$ cat config.mk
export PLATFORM = sky130hd
export DESIGN_NAME = regfile_wb_arbiter
export DESIGN_NICKNAME = d
export VERILOG_FILES = /design/src/rtl/regfile_pkg.sv /design/src/rtl/regfile_wb_arbiter_rr.sv /design/src/rtl/regfile_wb_arbiter.sv
export SDC_FILE = /design/constraint.sdc
export NUM_CORES = 1
export LEC_CHECK = 0
export BUFFER_PORTS_ARGS = -buffer_cell sky130_fd_sc_hd__buf_2
export CORE_UTILIZATION = 46
export DETAILED_ROUTE_END_ITERATION = 7
export GPL_ROUTABILITY_DRIVEN = 0
export HOLD_SLACK_MARGIN = 0.12
export PLACE_DENSITY_LB_ADDON = 0.25
export RECOVER_POWER = 100
export SETUP_SLACK_MARGIN = 0.3
export SLEW_MARGIN = 40
export SYNTH_ARGS = -nofsm -noshare
export SYNTH_HDL_FRONTEND = slang
export SYNTH_SLANG_ARGS = --single-unit
$ cat constraint.sdc
create_clock -name clk_i -period 3.5 [get_ports clk_i]
set_input_delay 0.7 -clock clk_i [delete_from_list [all_inputs] [get_ports clk_i]]
set_output_delay 0.7 -clock clk_i [all_outputs]
set_load 0.02 [all_outputs]
$ cat src/rtl/regfile_pkg.sv
// Shared register-file types: register count, data width and address width.
// Used by the writeback arbiter and by the register file.
package regfile_pkg;

  localparam int REG_COUNT = 32;
  localparam int REG_WIDTH = 32;
  localparam int AW        = $clog2(REG_COUNT);

  typedef logic [AW-1:0]        reg_addr_t;
  typedef logic [REG_WIDTH-1:0] reg_data_t;

endpackage

$ cat src/rtl/regfile_wb_arbiter_rr.sv
// Combinational round-robin arbiter: the first requester at or after ptr_i
// (wrapping modulo N) wins while en_i is high. The pointer register lives in the parent.
module rr_arbiter #(
  parameter int N  = 3,
  parameter int IW = (N > 1) ? $clog2(N) : 1
) (
  input  logic [N-1:0]  req_i,
  input  logic [IW-1:0] ptr_i,
  input  logic          en_i,
  output logic [N-1:0]  gnt_o,
  output logic [IW-1:0] gnt_idx_o,
  output logic          gnt_vld_o
);

  int            w_cand;
  logic [IW-1:0] w_idx;

  // Scan N positions starting at the pointer; the first valid request wins.
  always_comb begin
    gnt_o     = '0;
    gnt_idx_o = '0;
    gnt_vld_o = 1'b0;
    w_cand    = 0;
    w_idx     = '0;
    for (int k = 0; k < N; k++) begin
      w_cand = (int'(ptr_i) + k) % N;
      w_idx  = IW'(w_cand);
      if (en_i && !gnt_vld_o && req_i[w_idx]) begin
        gnt_vld_o    = 1'b1;
        gnt_idx_o    = w_idx;
        gnt_o[w_idx] = 1'b1;
      end
    end
  end

endmodule

$ cat src/rtl/regfile_wb_arbiter.sv
// Shares the register file's single write port between NUM_REQ writeback sources.
// Round-robin grant, one registered write stage, and write-to-read bypass info
// aligned with the register file's 1-cycle read data.
module regfile_wb_arbiter
  import regfile_pkg::*;
#(
  parameter int NUM_REQ = 3,
  parameter int IW      = $clog2(NUM_REQ)
) (
  input  logic                    clk_i,
  input  logic                    reset_i,
  input  logic [NUM_REQ-1:0]      req_valid_i,
  output logic [NUM_REQ-1:0]      req_ready_o,
  input  reg_addr_t [NUM_REQ-1:0] req_addr_i,
  input  reg_data_t [NUM_REQ-1:0] req_data_i,
  input  logic                    stall_i,
  output reg_addr_t               wr_addr_o,
  output reg_data_t               wr_data_o,
  output logic                    wr_en_o,
  input  reg_addr_t               rd_addr_1_i,
  input  reg_addr_t               rd_addr_2_i,
  output logic                    byp_hit_1_o,
  output reg_data_t               byp_data_1_o,
  output logic                    byp_hit_2_o,
  output reg_data_t               byp_data_2_o
);

  logic [IW-1:0]      r_ptr;
  logic [NUM_REQ-1:0] w_gnt;
  logic [IW-1:0]      w_gnt_idx;
  logic               w_gnt_vld;
  logic               w_arb_en;
  logic               w_wr_en;

  logic               r_wr_en_p1;
  reg_addr_t          r_wr_addr_p1;
  reg_data_t          r_wr_data_p1;

  logic               r_byp_hit_1_p2;
  logic               r_byp_hit_2_p2;
  reg_data_t          r_byp_data_1_p2;
  reg_data_t          r_byp_data_2_p2;

  assign w_arb_en = !stall_i && !reset_i;

  // ---- stage p0: combinational grant ----
  rr_arbiter #(
    .N  (NUM_REQ),
    .IW (IW)
  ) u_rr (
    .req_i     (req_valid_i),
    .ptr_i     (r_ptr),
    .en_i      (w_arb_en),
    .gnt_o     (w_gnt),
    .gnt_idx_o (w_gnt_idx),
    .gnt_vld_o (w_gnt_vld)
  );

  // The grant only asserts on a valid request, so any grant is a handshake.
  assign req_ready_o = w_gnt;

  // Pointer moves one past the winner on a handshake and holds otherwise.
  always_ff @(posedge clk_i) begin
    if (reset_i) begin
      r_ptr <= '0;
    end else if (w_gnt_vld) begin
      if (w_gnt_idx == IW'(NUM_REQ - 1)) begin
        r_ptr <= '0;
      end else begin
        r_ptr <= w_gnt_idx + 1'b1;
      end
    end
  end

  // ---- stage p1: registered regfile write ----
  // Capture the winning write; address/data only load on a handshake.
  always_ff @(posedge clk_i) begin
    if (reset_i) begin
      r_wr_en_p1   <= 1'b0;
      r_wr_addr_p1 <= '0;
      r_wr_data_p1 <= '0;
    end else begin
      r_wr_en_p1 <= w_gnt_vld;
      if (w_gnt_vld) begin
        r_wr_addr_p1 <= req_addr_i[w_gnt_idx];
        r_wr_data_p1 <= req_data_i[w_gnt_idx];
      end
    end
  end

  // A write still held here when reset arrives is dropped before reaching the file.
  assign w_wr_en   = r_wr_en_p1 && !reset_i;
  assign wr_en_o   = w_wr_en;
  assign wr_addr_o = r_wr_addr_p1;
  assign wr_data_o = r_wr_data_p1;

  // ---- stage p2: bypass info aligned with the file's read data ----
  // Flag reads that see pre-write data this cycle and forward the write value.
  always_ff @(posedge clk_i) begin
    if (reset_i) begin
      r_byp_hit_1_p2  <= 1'b0;
      r_byp_hit_2_p2  <= 1'b0;
      r_byp_data_1_p2 <= '0;
      r_byp_data_2_p2 <= '0;
    end else begin
      r_byp_hit_1_p2  <= w_wr_en && (rd_addr_1_i == r_wr_addr_p1);
      r_byp_hit_2_p2  <= w_wr_en && (rd_addr_2_i == r_wr_addr_p1);
      r_byp_data_1_p2 <= r_wr_data_p1;
      r_byp_data_2_p2 <= r_wr_data_p1;
    end
  end

  assign byp_hit_1_o  = r_byp_hit_1_p2;
  assign byp_hit_2_o  = r_byp_hit_2_p2;
  assign byp_data_1_o = r_byp_data_1_p2;
  assign byp_data_2_o = r_byp_data_2_p2;

endmodule

; ---- Yosys cells after proc, flatten, opt, wreduce, memory -nomap -nowiden
; Index checks and enable logic that the tools add are counted.
[word_totals]
regBits = 74
output_inout_bits = 107
wordCells = 67
[op_classes]
add_sub_neg = 3
div = 3
n_lt_le_gt_ge = 7
n_eq_ne = 3
muxes = 26
bitwise_logic = 2
reduce_logical = 16
[ops]
columns = cell, n
row1 = $bmux 32 s2, 1
row2 = $mod 32x3->32 const B, 2
row3 = $mod 3x3->32 const B, 1
row4 = $mux 32, 1
row5 = $logic_and 1x1->1, 12
row6 = $lt 2x3->1 const B, 4
row7 = $bmux 5 s2, 1
row8 = $eq 5x5->1, 2
row9 = $mux 1, 9
row10 = $mux 3, 3
row11 = $mux 2, 4
row12 = $bmux 1 s2, 3
row13 = $demux 1 s2, 3
row14 = $ge 2x1->1 const B, 3
row15 = $or 3x3->3, 2
row16 = $mux 5, 1
row17 = $logic_not 1->1, 4
row18 = $add 2x1->3 const B, 1
row19 = $add 2x2->3 const B, 1
row20 = $add 2x1->2 const B, 1
row21 = $eq 2x2->1 const B, 1

; ---- Depth between registers and ports, before layout
; Gate-level depths: netlist (run 1).
[logic_depth]
word_depth = 15
depth_mapped = 11
ltp_nobuf = 8

; ---- Cells and area by module
; Synthesis (run 1) repeated with hierarchy kept, for this count alone.
[hier_totals]
cells_unflattened = 395
hier_area_um2 = 3766.1
[by_module_without_submodules]
columns = module, n_inst, cells_per_inst, area_per_inst_um2, seq_area_each_um2
row1 = regfile_wb_arbiter, 1, 354, 3477.1, 1481.4
row2 = rr_arbiter, 1, 41, 289.0, 0.0

; ---- Worst setup path before layout (run 1)
; Ideal clock, no wire load.
[synth_timing]
path_type = register to output
from = reg r_ptr[0]
to = out req_ready_o[0]
arrival_time_ps = 1759
path_slack_ps = 1041
path_stages_with_launch = 9
path_buffers = 1
path_cell_list = dfxtp_1 -> inv_1 -> ha_1 -> clkbuf_2 -> nand3b_1 -> a21boi_1 -> a21oi_1 -> and3_1 -> a22o_1
[synth_via]
elab_chain_len = 13
word_cells_on_any_way = 40
[synth_rtl]
columns = item, line
row1 = "start, declared", regfile_wb_arbiter.sv:28  ; logic [IW-1:0] r_ptr;
row2 = "start signal, assigned", regfile_wb_arbiter.sv:70  ; r_ptr <= w_gnt_idx + 1'b1;
row3 = "parallel branches: the longest is 12 deep, another holds $mod 32x3->32", --
row4 = $mux 3 *, regfile_wb_arbiter_rr.sv:28  ; if (en_i && !gnt_vld_o && req_i[w_idx]) begin
row5 = "end, declared", regfile_wb_arbiter.sv:13  ; output logic [NUM_REQ-1:0] req_ready_o,
; Every way passes the cells marked *. The select of a mux whose other input is x is not followed.

; ---- Worst setup path in the final report (run 1)
; Same ends and word-level chain as after synthesis.

==> results of run 1 <==
cells by family (layout without fill, tap and decap cells):
kind of cell / Yosys count / count (layout) / synth area share
xor gates and xnor gates: 10 / 10 / 0.02340
muxes: 40 / 40 / 0.1223
DFF: 74 / 74 / 0.3957
AOI/OAI and AO/OA: 55 / 55 / 0.1638
buffers and inverters: 77 / 280 / 0.1330
adders and majority gates: 4 / 4 / 0.01337
and+or+nand+nor: 94 / 94 / 0.1484
stage by stage:
step | hold slack, ns | util | worst slack [ns] | instance area (µm²) | total power, mW
global placement | 0.4693 | 0.6018 | 0.7472 | 4698 | 2.229
global route | 0.5044 | 0.6003 | 0.2225 | 4687 | 3.038
finish | 0.4865 | 0.6003 | 0.3524 | 4687 | 2.891
CTS | 0.4834 | 0.6311 | 0.4206 | 4927 | 3.000
floorplan | 0.4706 | - | 1.041 | 3744 | 1.940
detailed placement | 0.4717 | 0.6018 | 0.6152 | 4698 | 2.251
cell usage after synthesis, types with 2 or more instances:
| library cell | number |
|---|---|
| mux2i_1 | 21 |
| nor2b_1 | 35 |
| and2_1 | 14 |
| nor2_1 | 22 |
| buf_4 | 34 |
| a221o_1 | 19 |
| nor3b_1 | 5 |
| ha_1 | 4 |
| o21ai_2 | 2 |
| a221oi_2 | 18 |
| inv_1 | 24 |
| mux2_4 | 9 |
| xor2_1 | 2 |
| nand4_1 | 2 |
| o21ai_0 | 2 |
| a31o_1 | 2 |
| or2_1 | 2 |
| nand3b_1 | 2 |
| dfxtp_1 | 74 |
| nor3_1 | 4 |
| clkbuf_1 | 6 |
| o2111ai_1 | 2 |
| nand2_1 | 3 |
| xnor2_1 | 8 |
| mux2_2 | 10 |
| buf_6 | 9 |
path summary, 6_finish.rpt:
| kind | start | endpoint | slack [ns] | depth (start not counted) |
|---|---|---|---|---|
| hold / removal | wr_data_o[13]$_SDFFE_PP0P_ | byp_data_2_o[13]$_SDFF_PP0_ | 0.49 | 1 |
| setup reg to reg | r_ptr[0]$_SDFFE_PP0P_ | wr_data_o[6]$_SDFFE_PP0P_ | 0.57 | 8 |
| hold reg to reg | wr_data_o[13]$_SDFFE_PP0P_ | byp_data_2_o[13]$_SDFF_PP0_ | 0.49 | 1 |
| setup / recovery | r_ptr[0]$_SDFFE_PP0P_ | req_ready_o[0] | 0.35 | 8 |
worst max-delay path, cell delays in order, from the launching register on:
cell and delay [ns]:
dfxtp_1 0.38, inv_1 0.09, ha_1 0.41, nand3b_1 0.18, a21boi_0 0.34, a21oi_1 0.12
and3_1 0.21, a22o_1 0.24, buf_2 0.16
per-layer routing:
layer  vias up  global-route usage  wire, µm
li1       1603                   -         -
met1      1514              0.2659      4235
met2       150              0.4590      5570
met3        20             0.04809       565
met4         0              0.1029       232
met5         -                   0         0
flip-flops by register name, summed over array words and instances, names as in the netlist:
| register | count |
|---|---|
| r_wr_en_p1 | 1 |
| r_ptr | 2 |
| wr_data_o | 32 |
| byp_hit_2_o | 1 |
| wr_addr_o | 5 |
| byp_data_2_o | 32 |
| byp_hit_1_o | 1 |
power by group through the flow:
stage,logic (mW),registers [mW],clock network [mW]
3_3_place_gp,1.11,1.12,0
2_1_floorplan,0.632,1.31,0
4_1_cts,1.13,1.11,0.761
3_5_place_dp,1.13,1.12,0
6_report,1.03,1.11,0.750
5_1_grt,1.11,1.13,0.798
final cells by class:
cell class	instances	area, µm²	share of cell area
clock inverters	4	73.82	0.01575
multi-input cells	203	1667	0.3556
well taps	102	127.6	0.02723
inverters	25	93.84	0.02002
repair buffers	239	1089	0.2322
clock buffers	12	155.1	0.03310
flip-flops and latches	74	1481	0.3161
==> results.md, run 1 <==
- Fillers: 773
- Via density: 4.988
- Power share of the clock group: 0.259
- Pin count of the biggest net entering global routing: 41
- Worst Hold Class: reg2reg
- Maxcap violations: 0
- H-tree Lvls: 3
- DR iter-0 viols: 56
- Hold Vio Cnt, Final: 0
- Gr ovfl total: 0
- CTS tree: done
- Yosys top cell by area: dfxtp_1
- Sequential share of power: 0.385
- DIE WIDTH: 92.21 µm
- Vias in the first global route: 3327
- # rows: 32
- Post-Layout Cell Count: 659
- Worst Path Required: 2.80 ns
- Post-CTS resize count: 0
- Max Clock Freq: 0.3177 GHz
- Ys flop type: dfxtp_1
- CP endpoint kind: output pin
- Sw frac: 0.3673
- Clk sinks: 74
- Cells after synthesis: 354
- Worst slew margin: 0.3245
- CTS Root Cell: clkbuf_8
- Clock buffer depth: 2
- Final net count: 683
- CP Data Arrival Time: 2.45 ns
- Status: completed
- Synth Warn #: 0
- Final setup fails: 0
- Slew @ Worst Pin: 1.013 ns
- Worst-skew pair later-pin latency: 0.33 ns
- Internal Power: 1.829 mW
- GRT Util Overall: 0.2450
- Total CTS buffers: 9
- Synth top area share: 0.3957
- Layout area overhead: 25.20%
- Core area: 0.007807 mm²
- Crit Path Max Fanout: 8
- Fin Clk Skew: 0.007958 ns
- Antenna diodes: 0
- Die area: 0.008503 mm²
- Post-CTS setup buffer count: 0
- Setup TNS: 0 ns
- RSZ-0062 raised after global routing: false
- Reg clk slew, reported paths: 0.07 ns
- Async set-reset flop share out of synthesis: 0
- Cells after DPL: 643
- Final min period: 3.148 ns
- Most common cell after layout, fill and taps aside: buf_2
- Remaining antenna violation count: 0
- Syn_nets: 485
- Detailed Route WL: 10.60 mm
- Pleak: 2.253 nW
- Worst Path Class, Setup: reg2out
- P_sw: 1.062 mW
- Routed length per instance: 16.09 µm
- Pins Over Slew Limit: 0
- EDFF count, synth: 0
- Logic gate share of total power: 0.356
- Hpwl dp: 8.164 mm
- PortBufs: 233
- PD cells: 616.9 mW/mm²
- Post-synthesis sequential area ratio: 0.3957
- Layout cells sized above 1: 0.3142
- Die height: 92.21 µm
- Number of hold buffers added after cts: 0
- Synth area leaders: dfxtp_1, a221oi_2, buf_4
- Starting density of the core: 0.4795
- Fin crit share: 0.8993
- Yosys cell types: 45
- Startpoint types: register
- DRC errors left: 0
- Initial antenna violation count: 0
- First-pass GRT wire length: 16.04 mm
- Vias: 3287
- Yosys reg bits: 74
- Avg Inst Size Synth: 10.58 µm²
- Worst vdd rail ir drop: 0.2869 mV
- IO Count: 234
- DR pass1 iterations: 4
- Most frequent cells in the layout: buf_2, clkbuf_1, dfxtp_1
- Cell Area, Synth: 0.003744 mm²
Power figures use the tool's default switching activity.
==> run 2, diff against run 1 <==
--- a/config.mk
+++ b/config.mk
@@ -7,6 +7,7 @@
 export LEC_CHECK = 0
 export BUFFER_PORTS_ARGS = -buffer_cell sky130_fd_sc_hd__buf_2
 export CORE_UTILIZATION = 46
+export CTS_BUF_LIST = sky130_fd_sc_hd__clkbuf_4 sky130_fd_sc_hd__clkbuf_8 sky130_fd_sc_hd__clkbuf_16
 export DETAILED_ROUTE_END_ITERATION = 7
 export GPL_ROUTABILITY_DRIVEN = 0
 export HOLD_SLACK_MARGIN = 0.12
==> results.md, run 2 (synthesis gave the netlist of run 1 again) <==
- Status: completed
- Layout area overhead: 25.30% (about the same)
- Pin count of the biggest net entering global routing: 41 (unchanged)
- CP endpoint kind: output pin
- # rows: 32 (unchanged)
- Core area: 0.007807 mm² (unchanged)
- Worst vdd rail ir drop: 0.2870 mV (about the same)
- Gr ovfl total: 0 (unchanged)
- Final net count: 683 (unchanged)
- Total CTS buffers: 9 (unchanged)
- First-pass GRT wire length: 16.01 mm (-0.13%)
- Worst-skew pair later-pin latency: 0.33 ns (about the same)
- Vias: 3295 (+0.24%)
- Hpwl dp: 8.164 mm (unchanged)
- Fillers: 778 (+0.65%)
- Pins Over Slew Limit: 0 (unchanged)
- Slew @ Worst Pin: 1.016 ns (+0.003056 ns)
- Initial antenna violation count: 0 (unchanged)
- Area of the multi-input gates: 0.001667 mm² (unchanged)
- Final setup fails: 0 (unchanged)
- PD cells: 617.9 mW/mm² (+0.16%)
- DIE WIDTH: 92.21 µm (unchanged)
- Most common cell after layout, fill and taps aside: buf_2
- Starting density of the core: 0.4795 (unchanged)
- CP Data Arrival Time: 2.45 ns (about the same)
- DR iter-0 viols: 51 (-8.9%)
- Startpoint types: register
- Post-Layout Cell Count: 659 (unchanged)
- Vias in the first global route: 3330 (+0.090%)
- Antenna diodes: 0 (unchanged)
- Setup ws final: 0.3459 ns (-0.006529 ns)
- Clock buffer depth: 2 (unchanged)
- Max Clock Freq: 0.3170 GHz (-0.21%)
- Setup TNS: 0 ns (unchanged)
- Fin Clk Skew: 0.008042 ns (+0.00008399 ns)
- Pleak: 2.256 nW (+0.15%)
- Clk sinks: 74 (unchanged)
- GRT Util Overall: 0.2443 (-0.0007035)
- Post-CTS setup buffer count: 0 (unchanged)
- RSZ-0062 raised after global routing: false
- Overall Power: 2.898 mW (+0.24%)
- H-tree Lvls: 3 (unchanged)
- Worst slew margin: 0.3225 (-0.002038)
- Die height: 92.21 µm (unchanged)
- Maxcap violations: 0 (unchanged)
- Reg clk slew, reported paths: 0.07 ns (about the same)
- Remaining antenna violation count: 0 (unchanged)
- Cells after DPL: 643 (unchanged)
- CTS tree: done
- IO Count: 234 (unchanged)
- Routed length per instance: 16.10 µm (about the same)
- Reg area: 0.001481 mm² (unchanged)
- Pre-CTS setup slack: 0.6152 ns (unchanged)
- Crit-path cells: inv_1 > ha_1 > nand3b_1 > a21boi_0 > a21oi_1 > and3_1 > a22o_1 > buf_2
- Worst path slowest cell: ha_1
- Via density: 5.000 (+0.24%)
- Worst Hold Class: reg2reg
- Hold_ws: 0.4868 ns (+0.0003300 ns)
- Worst Path Required: 2.80 ns (about the same)
- Die area: 0.008503 mm² (unchanged)
- Layout cells sized above 1: 0.3160 (+0.001795)
- Crit Path Max Fanout: 8 (unchanged)
- CTS Root Cell: clkbuf_8
- CP max stage delay: 0.41 ns (about the same)
- Hold Vio Cnt, Final: 0 (unchanged)
- Fin crit share: 0.9012 (+0.001865)
- DR pass1 iterations: 4 (unchanged)
- DRC errors left: 0 (unchanged)
- Most frequent cells in the layout: buf_2, clkbuf_1, dfxtp_1
- PortBufs: 233 (unchanged)
- Worst Path Class, Setup: reg2out
- Detailed Route WL: 10.61 mm (about the same)
- Final min period: 3.154 ns (+0.006529 ns)
-- run 2: cell count changes in the layout (fill, tap and decap cells not counted) --
cell,change
clkbuf_1,-1
clkbuf_4,+1
-- run 2: layout make-up --
cell class / count / area share
Inverter: 25 / 0.02001
Clock buffer: 12 / 0.03388
Multi-Input combinational cell: 203 / 0.3553
Timing Repair Buffer: 239 / 0.2321
Sequential cell: 74 / 0.3158
Tap cell: 102 / 0.02721
Clock inverter: 4 / 0.01574
-- run 2: power by group --
| group | leakage (nW) | switching, mW | internal (mW) | total [mW] |
|---|---|---|---|---|
| Combinational | 1.52 | 0.652 | 0.377 | 1.03 |
| Sequential | 0.611 | 0.102 | 1.01 | 1.11 |
| Clock | 0.120 | 0.307 | 0.449 | 0.756 |
| Total | 2.26 | 1.06 | 1.84 | 2.90 |
-- run 2: timing repair --
action	CTS	global route
hold endpoints to repair	0	0
hold buffers	0	0
setup endpoints to repair	0	1
gates resized for setup	0	1
-- run 2: critical path: cells and delay by family (launching register included) --
| kind | cells | cell delay, ns |
|---|---|---|
| AOI/OAI and AO/OA | 3 | 0.70 |
| adders and majority gates | 1 | 0.41 |
| and+or+nand+nor | 2 | 0.39 |
| DFF | 1 | 0.38 |
| buffers and inverters | 2 | 0.25 |
-- run 2: worst paths after layout --
path	from	end	slack, ns	cells after the start
worst min-delay path	wr_data_o[13]$_SDFFE_PP0P_	byp_data_2_o[13]$_SDFF_PP0_	0.49	1
worst min register to register	wr_data_o[13]$_SDFFE_PP0P_	byp_data_2_o[13]$_SDFF_PP0_	0.49	1
worst max-delay path	r_ptr[0]$_SDFFE_PP0P_	req_ready_o[0]	0.35	8
worst max register to register	r_ptr[0]$_SDFFE_PP0P_	wr_data_o[6]$_SDFFE_PP0P_	0.56	8
-- run 2: per-layer routing --
metal	up-vias	track usage	part of all wire
met1	1521	0.2649	0.40
met2	154	0.4596	0.53
met4	0	0.09896	0.020
li1	1601	-	-
met3	19	0.04809	0.054
met5	-	0	0
-- run 2: through the flow --
stage,util,instance area (µm²)
finish,0.6008,4691
global route,0.6008,4691
CTS,0.6316,4931
detailed placement,0.6018,4698
global placement,0.6018,4698
floorplan,-,3744
==> run 3, diff against run 2 <==
--- a/config.mk
+++ b/config.mk
@@ -11,7 +11,7 @@
 export DETAILED_ROUTE_END_ITERATION = 7
 export GPL_ROUTABILITY_DRIVEN = 0
 export HOLD_SLACK_MARGIN = 0.12
-export PLACE_DENSITY_LB_ADDON = 0.25
+export PLACE_DENSITY = 0.84
 export RECOVER_POWER = 100
 export SETUP_SLACK_MARGIN = 0.3
 export SLEW_MARGIN = 40
==> constraint.sdc (replaced) <==
create_clock -name clk_i -period 3.5 [get_ports clk_i]
set_input_delay 0.175 -clock clk_i [delete_from_list [all_inputs] [get_ports clk_i]]
set_output_delay 0.175 -clock clk_i [all_outputs]
set_load 0.02 [all_outputs]
==> results.md, run 3 (synthesis gave the netlist of run 1 again) <==
- Status: completed
- RSZ-0062 raised after global routing: false
- Fillers: 717 (-7.8%)
- Routed length per instance: 16.69 µm (+3.7%)
- Post-Layout Cell Count: 697 (+5.8%)
- Worst vdd rail ir drop: 0.2637 mV (-8.1%)
- Layout cells sized above 1: 0.2857 (-0.03026)
- Via density: 5.235 (+4.7%)
- Gr ovfl total: 0 (unchanged)
- Final setup fails: 0 (unchanged)
- Layout area overhead: 34.16%
- Max Clock Freq: 0.3447 GHz (+8.7%)
- Total CTS buffers: 9 (unchanged)
- Post-layout util: 0.6433 (+0.04247)
- DR iter-0 viols: 126 (+150%)
- Hpwl dp: 8.189 mm (+0.30%)
- Worst Path Required: 3.72 ns (+0.92 ns)
- Vias: 3649 (+11%)
- Pins Over Slew Limit: 0 (unchanged)
- Reg clk slew, reported paths: 0.08 ns (about the same)
- Pleak: 2.351 nW (+4.2%)
- Starting density of the core: 0.4795 (unchanged)
- Die area: 0.008503 mm² (unchanged)
- Most frequent cells in the layout: buf_2, clkbuf_1, dfxtp_1
- Dpl cell area: 0.004706 mm² (+0.16%)
- Setup TNS: 0 ns (unchanged)
- Final net count: 721 (+5.6%)
- Slew @ Worst Pin: 1.296 ns (+0.2800 ns)
- Hold Vio Cnt, Final: 0 (unchanged)
- Vias in the first global route: 3676 (+10%)
- First-pass GRT wire length: 17.79 mm (+11%)
- Clock buffer depth: 2 (unchanged)
- Maxcap violations: 0 (unchanged)
- DR pass1 iterations: 6 (+2)
- DRC errors left: 0 (unchanged)
- Crit Path Max Fanout: 27 (+19)
- Initial antenna violation count: 0 (unchanged)
- Startpoint types: register
- PD cells: 573.4 mW/mm² (-7.2%)
- DIE WIDTH: 92.21 µm (unchanged)
- H-tree Lvls: 3 (unchanged)
- Antenna diodes: 0 (unchanged)
- CP endpoint kind: register
- Worst Path Class, Setup: reg2reg
- GRT Util Overall: 0.2718 (+0.02752)
- Design Area, Final: 0.005022 mm² (+7.1%)
- Pin count of the biggest net entering global routing: 28 (-32%)
- IO Count: 234 (unchanged)
- Worst Hold Class: in2reg
- CP Data Arrival Time: 3.13 ns (+0.68 ns)
- PortBufs: 233 (unchanged)
- Post-CTS resize count: 0 (unchanged)
- Fin Clk Skew: 0.008811 ns (+0.0007691 ns)
- CTS Root Cell: clkbuf_8
- Remaining antenna violation count: 0 (unchanged)
- Worst slew margin: 0.1358 (-0.1867)
- Worst-skew pair later-pin latency: 0.33 ns (about the same)
- Most common cell after layout, fill and taps aside: buf_2
- CTS tree: done
- Cells after DPL: 644 (+0.16%)
- Fin crit share: 0.8290 (-0.07219)
- # rows: 32 (unchanged)
- Detailed Route WL: 11.64 mm (+9.7%)
- Final min period: 2.901 ns (-0.2527 ns)
- Core area: 0.007807 mm² (unchanged)
- Die height: 92.21 µm (unchanged)
- Clk sinks: 74 (unchanged)
-- run 3: cell types whose count changed in the layout (fill, tap and decap cells not counted), sizes merged --
cell,change
dlygate4sd3,+37
clkbuf,+1
buf,-1
clkinvlp,+3
bufinv,-1
clkinv,-2
inv,+1
-- run 3: area by class of cell --
| class | instances | area (µm²) | area share |
|---|---|---|---|
| multi-input combinational | 203 | 1652 | 0.3288 |
| sequential | 74 | 1481 | 0.2950 |
| timing repair buffer | 277 | 1461 | 0.2910 |
| clock buffer | 11 | 145.1 | 0.02890 |
| tap | 102 | 127.6 | 0.02541 |
| inverter | 25 | 93.84 | 0.01868 |
| clock inverter | 5 | 61.31 | 0.01221 |
-- run 3: what timing repair did --
item | in CTS | in global routing
buffers inserted | 0 | 0
hold endpoints to repair | 37 | 0
hold buffers | 37 | 0
setup endpoints to repair | 0 | 0
-- run 3: worst paths after layout --
check / end / slack, ns / start / cells after the start
worst max-delay path: wr_addr_o[3]$_SDFFE_PP0P_ / 0.60 / r_ptr[0]$_SDFFE_PP0P_ / 7
worst min-delay path: byp_hit_2_o$_SDFF_PP0_ / 0.15 / rd_addr_2_i[1] / 4
worst max register to register: wr_addr_o[3]$_SDFFE_PP0P_ / 0.60 / r_ptr[0]$_SDFFE_PP0P_ / 7
worst min register to register: byp_data_2_o[17]$_SDFF_PP0_ / 0.49 / wr_data_o[17]$_SDFFE_PP0P_ / 1
-- run 3: per-layer routing --
metal,vias to the layer above,global-route usage,part of all wire
li1,1673,-,-
met1,1749,0.2851,0.37
met2,188,0.5155,0.54
met3,39,0.04146,0.059
met4,0,0.1445,0.037
met5,-,0,0
-- run 3: metrics by stage --
stage	worst slack, ns	power (mW)	hold slack (ns)
3_5_place_dp	0.8742	2.259	0.4046
2_1_floorplan	1.257	1.940	0.3139
4_1_cts	0.8607	2.975	0.1214
5_1_grt	0.3484	3.016	0.1689
3_3_place_gp	0.9988	2.225	0.3995
6_report	0.5986	2.880	0.1487
-- run 3: where the power goes --
part           total (mW)  internal, mW  switching, mW
clock               0.688         0.360          0.329
sequential           1.12          1.01          0.107
combinational        1.07         0.401          0.673
total                2.88          1.77           1.11
-- run 3: worst max-delay path: stages, from the launching register on --
cell and delay [ns]:
dfxtp_1 0.37, inv_1 0.08, ha_1 0.40, o21ai_0 0.55
o31ai_4 0.22, inv_1 0.73, nor3b_1 0.12, a221o_1 0.30
